--- config.mk ---
export PLATFORM = sky130hd
export DESIGN_NAME = pipe_stage_elastic
export DESIGN_NICKNAME = d
export VERILOG_FILES = /design/src/rtl/pipe_stage_elastic.sv
export SDC_FILE = /design/constraint.sdc
export NUM_CORES = 1
export LEC_CHECK = 0
export ABC_AREA = 1
export CAP_MARGIN = 5
export CORE_MARGIN = 5
export CORE_UTILIZATION = 53
export CTS_BUF_LIST = sky130_fd_sc_hd__clkbuf_4
export DETAILED_ROUTE_END_ITERATION = 10
export GPL_TIMING_DRIVEN = 1
export PLACE_DENSITY_LB_ADDON = 0.3
export SLEW_MARGIN = 25
export SYNTH_ARGS = -nofsm -noshare
export SYNTH_HDL_FRONTEND = slang
export SYNTH_SLANG_ARGS = --single-unit
--- constraint.sdc ---
create_clock -name clk -period 11.5 [get_ports clk]
set_input_delay 2.3 -clock clk [delete_from_list [all_inputs] [get_ports clk]]
set_output_delay 2.3 -clock clk [all_outputs]
set_load 0.02 [all_outputs]
--- src/rtl/pipe_stage_elastic.sv ---
// Elastic pipeline register: valid/ready handshake, 2-entry skid buffer, flush, idle-gated control.
// Optional stall/bubble performance counters are built when PIPE_STAGE_PERF_EN is defined.
//
// state | meaning
// EMPTY | no entry held; outputs idle
// ONE   | main entry valid, skid free
// FULL  | main and skid valid; in_ready low
module pipe_stage_elastic #(
  parameter int                CTRL_W    = 6,
  parameter int                DATA_W    = 111,
  parameter logic [CTRL_W-1:0] CTRL_IDLE = {CTRL_W{1'b0}},
  parameter int                CNT_W     = 16
) (
  input  logic              clk,
  input  logic              rst,
  input  logic              flush,
  input  logic              in_valid,
  output logic              in_ready,
  input  logic [CTRL_W-1:0] in_ctrl,
  input  logic [DATA_W-1:0] in_data,
  output logic              out_valid,
  input  logic              out_ready,
  output logic [CTRL_W-1:0] out_ctrl,
  output logic [DATA_W-1:0] out_data
`ifdef PIPE_STAGE_PERF_EN
  ,
  output logic [CNT_W-1:0]  stall_cnt,
  output logic [CNT_W-1:0]  bubble_cnt
`endif
);

  // Encoding is {skid_valid, main_valid}; 2'b10 is unreachable.
  typedef enum logic [1:0] {
    EMPTY = 2'b00,
    ONE   = 2'b01,
    FULL  = 2'b11
  } state_t;

  state_t            state_q, state_d;
  logic              in_ready_q;
  logic              main_valid;
  logic [CTRL_W-1:0] main_ctrl, skid_ctrl;
  logic [DATA_W-1:0] main_data, skid_data;
  logic              in_fire, out_fire;
  logic              load_main, load_skid, move_skid;

  assign main_valid = state_q[0];
  assign in_fire    = in_valid && in_ready_q;
  assign out_fire   = main_valid && out_ready;

  always_comb begin
    state_d   = state_q;
    load_main = 1'b0;
    load_skid = 1'b0;
    move_skid = 1'b0;
    case (state_q)
      EMPTY: begin
        if (in_fire) begin
          load_main = 1'b1;
          state_d   = ONE;
        end
      end
      ONE: begin
        if (in_fire && out_fire) begin
          load_main = 1'b1;
        end else if (in_fire) begin
          load_skid = 1'b1;
          state_d   = FULL;
        end else if (out_fire) begin
          state_d = EMPTY;
        end
      end
      FULL: begin
        if (out_fire) begin
          move_skid = 1'b1;
          state_d   = ONE;
        end
      end
      default: state_d = EMPTY;
    endcase
    // Flush kills held entries and any beat accepted this cycle.
    if (flush) state_d = EMPTY;
  end

  always_ff @(posedge clk or posedge rst) begin
    if (rst) begin
      state_q    <= EMPTY;
      in_ready_q <= 1'b1;
    end else begin
      state_q    <= state_d;
      in_ready_q <= (state_d != FULL);
    end
  end

  always_ff @(posedge clk or posedge rst) begin
    if (rst) begin
      main_ctrl <= '0;
      main_data <= '0;
      skid_ctrl <= '0;
      skid_data <= '0;
    end else begin
      if (load_main) begin
        main_ctrl <= in_ctrl;
        main_data <= in_data;
      end else if (move_skid) begin
        main_ctrl <= skid_ctrl;
        main_data <= skid_data;
      end
      if (load_skid) begin
        skid_ctrl <= in_ctrl;
        skid_data <= in_data;
      end
    end
  end

  assign in_ready  = in_ready_q;
  assign out_valid = main_valid;
  assign out_ctrl  = main_valid ? main_ctrl : CTRL_IDLE;
  assign out_data  = main_data;

`ifdef PIPE_STAGE_PERF_EN
  // Saturating counters; flush does not clear them.
  always_ff @(posedge clk or posedge rst) begin
    if (rst) begin
      stall_cnt  <= '0;
      bubble_cnt <= '0;
    end else begin
      if (main_valid && !out_ready && (stall_cnt != {CNT_W{1'b1}}))
        stall_cnt <= stall_cnt + 1'b1;
      if (!main_valid && (bubble_cnt != {CNT_W{1'b1}}))
        bubble_cnt <= bubble_cnt + 1'b1;
    end
  end
`else
  logic unused_cnt_w;
  assign unused_cnt_w = (CNT_W > 0);
`endif

endmodule

* Yosys cells after proc, flatten, opt, wreduce, memory -nomap -nowiden *
Cells that the tools add are included.
Widths: inputs -> output; s select.

cells by class
  eq/ne operators = 3
  reductions and logical operators = 5
  multiplexer cells = 19

operator list
  kind                number
  $mux 111            2
  $mux 6              3
  $mux 2              6
  $mux 1              6
  $pmux 2 s3          1
  $logic_and 1x1->1   3
  $eq 2x1->1 const B  1
  $eq 2x2->1 const B  1
  $logic_not 2->1     1
  $ne 2x2->1 const B  1
  $pmux 1 s2          1
  $reduce_bool 2->1   1

storage, ports and cells
  flip-flop bits (word level) = 237
  output and inout bits = 119

* Logic depth before layout (Yosys ltp) *
Gate-level depths: netlist of run 1.

  depth in word-level cells = 7
  mapped depth = 8

* Least setup slack after synthesis of run 1 *
No wires, ideal clock.

  path type = input port to flip-flop
  from = in in_valid
  to = reg skid_data[38]
  slack = 8234 ps
  cell stages on the path = 8
  buffers on the path = 3
  required time = 11367 ps
  arrival time = 3133 ps
  cell sequence = nand2_1 > nor2_2 > buf_4 > nand2_4 > buf_4 > buf_2 > nand2_1 > o21ai_0

between the ends
  word-level cells in the longest chain between the ends = 4

ends and longest elaborated chain
  item                                         line    RTL
  from (decl)                                  17      input logic in_valid,
  $logic_and 1x1->1 (*)                        48      assign in_fire = in_valid && in_ready_q;
  $mux 1 or $logic_and 1x1->1 (tied branches)  66, 64
  $mux 1 (*)                                   64      if (in_fire && out_fire) begin
  $mux 1 (*)                                   56      case (state_q)
  to (signal assigned)                         111     skid_data <= in_data;
  to (decl)                                    43      logic [DATA_W-1:0] main_data, skid_data;

Every way passes the cells marked *; elsewhere a longest branch is shown, timed or not.
A chain may end at the register's enable or synchronous reset.

* Final worst setup path of run 1 *
  from = in out_ready
  to = reg skid_data[73]

between the ends
  word-level cells in the longest chain between the ends = 4

ends and longest elaborated chain
  item               line  RTL
  from (decl)        22    input logic out_ready,
  $logic_and 1x1->1  49    assign out_fire = main_valid && out_ready;
  $logic_and 1x1->1  64
  $mux 1             64
  $mux 1             56

No other way between the ends.

==> results.md, run 1 <==
- Worst hold start: out_data[13]
- Area leader, netlist: dfrtp_1
- Num rows: 52
- Share of cells above drive strength 1: 7.06%
- Largest net degree at the start of global routing: 129
- CP Capture Type: register
- Post-CTS Resized: 0
- Setup total negative slack: 0 ns
- Worst path slowest cell: buf_4
- Total Routing Usage GR: 23.8%
- Worst rel slew slack: 35.1%
- GR met3 Demand/Resource: 5.48%
- Critical Path AT: 5.28 ns
- Yosys warning count: 0
- HPWL after DPL: 17200 um
- Clk pwr share: 30.3%
- Critical-path maximum fanout: 128
- DIE WIDTH: 154 um
- CP max stage delay: 0.86 ns
- H-tree level count: 2
- Status: complete, no violations
- Final Hold Fails: 0
- CP required: 11.97 ns
- Synth top area cells: dfrtp_1 (54%), nand2_1 (16%), inv_1 (8.4%), o21ai_0 (7.7%), nand3_1 (5.4%)
- Mapped Area: 10900 um^2
- Vias in the first global route: 9762
- Max Cap Violations: 0
- Final period utilization: 41.8%
- CP most frequent cell: inv_1
- Met2 usage: 37.5%
- Worst R2R End: skid_data[73]
- Library cells used by synthesis: 17
- Postcts setup bufs: 0
- CTS root buf: clkbuf_4
- Met1 GRT Util: 32.9%
- Initial core utilization: 53.8%
- Drc violations: 0
- Maximum vdd drop: 0.0768 mV
- Internal power: 1.60 mW
- Post-synth top area share: 54.0%
- Syn nets: 1530
- Die area: 23600 um^2
- Routability congestion estimate: 0.812
- WP buf/inv: 4
- Via count: 9757
- Commonest non-fill, non-tap cells in the layout: nand2_1 (476), inv_1 (244), clkdlybuf4s50_1 (240)
- Comb pwr share: 23.2%
- Synthesis-to-finish area growth: 28.9%
- First-pass GRT wire length: 47500 um
- # clock sinks: 237
- Pwr dens: 164 nW/um^2
- Sw frac: 30.7%
- Post-DRT Antenna Nets: 0
- Setup violators final: 0
- Die Ht: 154 um
- WS Path Type: input pin to register
- IO buf count: 240
- Number of CTS-inserted buffers: 60
- # hold bufs at CTS: 0
- Iter 0 DRT Violations: 662
- Worst setup SP type: input pin
- Latest clock arrival within the worst-skew pair: 0.65 ns
- CP Cell Sequence: clkdlybuf4s50_1 > inv_1 > nand2_4 > inv_1 > nand2_8 > buf_4 > o21ai_0
- Crit path max-delay family: buffers and inverters
- Drt first pass iters: 5
- Clock slew at reported path FFs: 0.06 ns
- Most common cell after layout, fill and taps aside: nand2_1
- Std-Cell Core Area: 20300 um^2
- # nets final: 1752
- Busiest grt layer: met2
- Achievable Freq: 208 MHz
- CTS tree: built
- Net Sw Power: 0.711 mW
- Hold depth: 2
- Crit path time final: 4.80 ns
- Pwr Total: 2.31 mW
- Seq/Total Area, Yosys: 54.3%
- Hold path endpoint: out_data[13]
- I/O Pins: 241
- Max Buffers Root-to-Sink: 3
- RSZ-0062 raised after global routing: no
- Slew at the pin closest to its max-slew limit: 0.973 ns
- Initial antenna violation count: 5
- Post-synthesis register bit count: 237
- Sequential Power Share: 46.4%
- Routed WL: 28400 um
- R2R depth: 5
- Final Max Tran Viols: 0
- Mean Syn Cell Area: 7.76 um^2
- Total congestion overflow: 0
- Worst Hold Class: register to register
- Worst R2R Setup Slack: 8.37 ns
- FF-to-FF Start: state_q[0]
- Wire length per cell: 14.6 um
- LEAKAGE: 7.32 nW
- Clock Skew: 0.0273 ns
- Number of vias per cell: 5.02
- Syn Inst Count: 1408
==> registers in the layout (all words and copies together) (netlist names) <==
name,cells
skid_data,111
skid_ctrl,6
main_ctrl,6
state_q,2
in_ready,1
out_data,111
==> how the worst max path moves through the flow <==
| stage | depth (start not counted) | slack, ns | to | from |
|---|---|---|---|---|
| floorplan | 1 | 2.70 | main_ctrl[0] | rst |
| global placement | 7 | 6.22 | skid_data[64] | out_ready |
| detailed placement | 7 | 6.04 | skid_data[73] | out_ready |
| CTS | 7 | 6.74 | skid_data[73] | out_ready |
| global route | 7 | 6.47 | skid_data[64] | out_ready |
| finish | 7 | 6.70 | skid_data[73] | out_ready |
==> power by group through the flow <==
stage,clock network [mW],registers [mW],logic (mW)
2_1_floorplan,0,1.14,0.238
3_3_place_gp,0,1.08,0.526
3_5_place_dp,0,1.09,0.542
4_1_cts,0.720,1.07,0.544
6_report,0.701,1.07,0.538
5_1_grt,0.768,1.09,0.601
==> cell families after synthesis <==
logic type      count (synthesis)  share of synthesized area, %
compound gates                236                          10.8
buf+inv                       333                          12.7
simple gates                  602                          22.2
flops                         237                          54.3
==> Yosys cell counts <==
library cell	number
clkbuf_1	22
a21oi_1	1
dfstp_2	1
buf_4	21
nor2_2	1
nand2_2	2
or2_2	1
nand2_1	477
nand3_2	1
nand2_4	1
nor2_1	2
o21ai_1	66
dfrtp_1	236
o21ai_0	169
nand3_1	117
inv_1	245
buf_2	45
==> tightest hold or removal path, stage by stage (launching register included) <==
cell and delay [ns]:
dfrtp_1 0.34, nand2_1 0.06, nand2_1 0.05
==> routing by layer <==
layer | share of wire, % | up-vias
met5 | 0.17 | -
met3 | 8.0 | 56
met4 | 2.4 | 6
met2 | 46 | 391
met1 | 43 | 4530
li1 | - | 4774
==> stage by stage <==
stage | area [um^2] | worst slack (ns) | cells | hold WS [ns] | util, %
after detailed placement | 13300 | 6.04 | 1838 | 0.464 | 65.6
after floorplan | 10900 | 2.70 | 1408 | 0.449 | -
after global placement | 13300 | 6.22 | 1838 | 0.461 | 65.6
final | 14100 | 6.70 | 1943 | 0.476 | 69.4
after global routing | 14100 | 6.47 | 1943 | 0.492 | 69.4
after CTS | 14100 | 6.74 | 1941 | 0.482 | 69.3
==> area by class of cell <==
class                           count  area, um^2
Fill cell                        1669        6210
Sequential cell                   237        5930
Multi-Input combinational cell    838        3660
Timing Repair Buffer              248        2470
Inverter                          245         927
Clock buffer                       98         736
Tap cell                          270         338
Clock inverter                      5        20.0
Antenna cell                        2        5.00
No activity file was read; power rests on OpenSTA's default activity.
==> inputs of run 2 (changes only) <==
==> constraint.sdc (replaced) <==
create_clock -name clk -period 4.9 [get_ports clk]
set_input_delay 0.98 -clock clk [delete_from_list [all_inputs] [get_ports clk]]
set_output_delay 0.98 -clock clk [all_outputs]
set_load 0.02 [all_outputs]
==> results.md, run 2 (synthesized netlist as in run 1, its figures left out) <==
- Final Max Tran Viols: 0
- Synthesis-to-finish area growth: 29.2%
- Clock Skew: 0.0350 ns
- Clk pwr share: 29.1%
- Routability congestion estimate: 0.805
- Internal power: 3.63 mW
- Setup slack at placement: 1.34 ns
- Die area: 23600 um^2
- Wire length per cell: 14.3 um
- Worst setup SP type: register
- Slew at the pin closest to its max-slew limit: 0.865 ns
- Status: complete, no violations
- WS Path Type: register to output port
- RSZ-0062 raised after global routing: no
- Hold depth: 2
- Pwr Total: 5.33 mW
- Share of cells above drive strength 1: 6.19%
- IO buf count: 240
- Clock slew at reported path FFs: 0.07 ns
- Routed WL: 27900 um
- Number of vias per cell: 4.96
- Final Hold Fails: 0
- Sequential Power Share: 47.2%
- CP Capture Type: output port
- Initial antenna violation count: 3
- Sw frac: 31.9%
- Total congestion overflow: 0
- Setup total negative slack: 0 ns
- Max Buffers Root-to-Sink: 3
- Worst Hold Class: register to register
- CTS tree: built
- Comb pwr share: 23.7%
- Fin cells: 1953
- # clock sinks: 237
- Drc violations: 0
- Most common cell after layout, fill and taps aside: nand2_1
- Net Sw Power: 1.70 mW
- LEAKAGE: 7.31 nW
- Num rows: 52
- Pwr dens: 377 nW/um^2
- DIE WIDTH: 154 um
- Critical Path AT: 2.10 ns
- Latest clock arrival within the worst-skew pair: 0.67 ns
- Post-route setup slack: 1.82 ns
- First-pass GRT wire length: 46900 um
- CP required: 3.92 ns
- Initial core utilization: 53.8%
- Maximum vdd drop: 0.201 mV
- Worst rel slew slack: 42.3%
- H-tree level count: 2
- Number of CTS-inserted buffers: 60
- Max Cap Violations: 0
- CTS root buf: clkbuf_4
- I/O Pins: 241
- FF-to-FF Start: state_q[0]
- Final Instance Area: 14100 um^2
- Hold path endpoint: out_data[11]
- Critical-path maximum fanout: 10
- R2R depth: 5
- Drt first pass iters: 5
- Via count: 9690
- Std-Cell Core Area: 20300 um^2
- Placed Cells incl. Taps: 1841
- Commonest non-fill, non-tap cells in the layout: nand2_1 (476), inv_1 (244), clkdlybuf4s50_1 (240)
- Final period utilization: 62.8%
- Setup violators final: 0
- Largest net degree at the start of global routing: 146
- Worst hold start: out_data[11]
- Die Ht: 154 um
- Worst R2R Setup Slack: 2.13 ns
- Vias in the first global route: 9685
- Total Routing Usage GR: 23.5%
- Post-DP Area: 13400 um^2
- Iter 0 DRT Violations: 709
- # nets final: 1755
- Worst R2R End: out_data[104]
- # hold bufs at CTS: 0
- Post-CTS Resized: 0
- Post-DRT Antenna Nets: 0
- Postcts setup bufs: 0
- Crit path time final: 3.08 ns
- Achievable Freq: 325 MHz
- HPWL after DPL: 17100 um
## run 2: changes by cell type in the layout (fill, tap and decap cells not counted)
cell / change
clkinv_2: +2
clkinv_1: +24
buf_6: -2
inv_8: -1
clkinvlp_4: +1
buf_12: +5
clkbuf_4: -19
## run 2: metrics by stage
step / utilization [%] / hold WS (ns)
2_1_floorplan: - / 0.449
5_1_grt: 69.5 / 0.495
3_5_place_dp: 66.0 / 0.464
4_1_cts: 69.5 / 0.482
3_3_place_gp: 65.8 / 0.462
6_report: 69.5 / 0.477
## run 2: cell type report
type / instances / area, um^2
clock inverter: 31 / 120
multi-input combinational: 838 / 3660
inverter: 245 / 923
timing repair buffer: 251 / 2550
antenna: 2 / 5.00
tap: 270 / 338
sequential: 237 / 5930
fill: 1664 / 6180
clock buffer: 79 / 593
## run 2: power by group through the flow
stage	sequential (mW)	clock, mW	combinational, mW
global placement	2.53	0	1.23
CTS	2.51	1.59	1.28
detailed placement	2.54	0	1.27
finish	2.51	1.55	1.26
floorplan	2.68	0	0.559
global route	2.56	1.70	1.41
## run 2: metal layers
metal  vias up  share of wire [%]  GRT usage [%]
met5         -              0.047              0
li1       4798                  -              -
met1      4503                 44           32.8
met3        40                7.6           5.31
met2       347                 47           37.4
met4         2                1.8           6.35
## run 2: worst max path at each step
| stage | start | endpoint | slack (ns) | depth (start not counted) |
|---|---|---|---|---|
| after floorplan | rst | main_ctrl[0] | 0.81 | 1 |
| after global placement | out_ready | out_data[36] | 1.39 | 7 |
| after detailed placement | out_ready | out_data[104] | 1.34 | 7 |
| after CTS | state_q[0] | out_ctrl[2] | 1.75 | 3 |
| after global routing | state_q[0] | out_ctrl[5] | 1.66 | 3 |
| final | state_q[0] | out_ctrl[2] | 1.82 | 3 |
## run 2: critical path, cell delays in order (launching register included)
cell and delay, ns:
dfrtp_1 0.65, nand2_1 0.11, inv_1 0.08, clkdlybuf4s50_1 0.62
==> inputs of run 3 (changes only) <==
==> constraint.sdc (replaced) <==
create_clock -name clk -period 3 [get_ports clk]
set_input_delay 0.6 -clock clk [delete_from_list [all_inputs] [get_ports clk]]
set_output_delay 0.6 -clock clk [all_outputs]
set_load 0.02 [all_outputs]
==> results.md, run 3 (synthesized netlist as in run 1, its figures left out) <==
- Status: complete, no violations
- RSZ-0062 raised after global routing: no
- Die Ht: 154 um
- Largest net degree at the start of global routing: 126
- Total congestion overflow: 0
- First-pass GRT wire length: 47800 um
- Postcts setup bufs: 0
- CTS tree: built
- Placed Cells incl. Taps: 1849
- Slew at the pin closest to its max-slew limit: 0.675 ns
- Number of CTS-inserted buffers: 59
- Die area: 23600 um^2
- Wire length per cell: 14.8 um
- Via count: 9778
- Clock Skew: 0.0272 ns
- Total Routing Usage GR: 24.2%
- Critical Path AT: 2.02 ns
- Routability congestion estimate: 0.795
- Max Cap Violations: 0
- Routed WL: 28900 um
- Worst setup SP type: register
- Worst Hold Class: input pin to asynchronous set/reset pin
- Vias in the first global route: 9780
- CP required: 2.40 ns
- I/O Pins: 241
- Std-Cell Core Area: 20300 um^2
- Post-CTS Resized: 0
- Number of vias per cell: 4.99
- Drc violations: 0
- Layout fillers: 1622
- Commonest non-fill, non-tap cells in the layout: nand2_1 (476), inv_1 (244), clkdlybuf4s50_1 (240)
- Fin cells: 1960
- Post-DP Area: 13500 um^2
- Crit path time final: 2.62 ns
- Setup violators final: 0
- Worst R2R Setup Slack: 0.98 ns
- Post-DRT Antenna Nets: 0
- WS Path Type: register to output port
- Final period utilization: 87.5%
- Iter 0 DRT Violations: 650
- Share of cells above drive strength 1: 7.05%
- Most common cell after layout, fill and taps aside: nand2_1
- Worst rel slew slack: 55.0%
- Drt first pass iters: 5
- H-tree level count: 2
- # clock sinks: 237
- Num rows: 52
- # hold bufs at CTS: 0
- Clock slew at reported path FFs: 0.07 ns
- Final Max Tran Viols: 0
- Register area: 5930 um^2
- HPWL after DPL: 18200 um
- Critical-path maximum fanout: 10
- Initial antenna violation count: 3
- Synthesis-to-finish area growth: 30.8%
- IO buf count: 240
- CTS root buf: clkbuf_4
- # nets final: 1762
- Pwr dens: 622 nW/um^2
- LEAKAGE: 7.40 nW
- DIE WIDTH: 154 um
- Max Buffers Root-to-Sink: 3
- Maximum vdd drop: 0.351 mV
- Hold Worst Slack: 0.398 ns
- CP Capture Type: output port
- Latest clock arrival within the worst-skew pair: 0.67 ns
- Multi-input logic area: 3650 um^2
- Final Instance Area: 14300 um^2
- Initial core utilization: 53.8%
- Achievable Freq: 381 MHz
- Final Hold Fails: 0
==> run 3: report_power, final <==
part / leakage [nW] / switching [mW] / internal [mW]
logic: 4.11 / 1.16 / 0.939
clock network: 0.445 / 1.29 / 1.37
registers: 2.85 / 0.338 / 3.78
==> run 3: per-layer routing <==
layer	wire, um	vias up	track usage [%]	share of wire [%]
met3	2270	46	6.01	7.9
met2	13600	369	39.0	47
met1	12500	4556	32.0	43
met4	622	2	8.70	2.1
li1	-	4805	-	-
met5	20	-	0	0.069
==> run 3: through the flow <==
stage	setup slack, ns	TNS, ns	total power, mW	utilization, %
floorplan	-0.705	-166.39	5.29	-
global placement	0.575	0	6.19	66.7
detailed placement	0.522	0	6.27	66.7
CTS	0.305	0	8.98	70.4
global route	0.225	0	9.46	70.4
finish	0.375	0	8.89	70.4
==> run 3: path summary, 6_finish.rpt <==
kind | depth (start not counted) | end | from
min in group clk | 2 | out_data[5] | out_data[5]
setup / recovery | 3 | out_ctrl[3] | state_q[0]
setup reg to reg | 6 | out_data[35] | state_q[0]
max in group asynchronous | 3 | skid_data[27] | rst
hold / removal | 3 | out_data[3] | rst
hold reg to reg | 2 | out_data[5] | out_data[5]
==> run 3: area by class of cell <==
type                    instances  area share, %
diodes                          3         0.0525
multi-input cells             838           25.5
clock inverters                17          0.446
repair buffers                259           18.9
flip-flops and latches        237           41.5
well taps                     270           2.36
inverters                     245           6.46
clock buffers                  91           4.78
==> run 3: critical path: stages (launching register included) <==
cell and delay, ns:
dfrtp_1 0.60, nand2_1 0.11, inv_1 0.07, clkdlybuf4s50_1 0.59
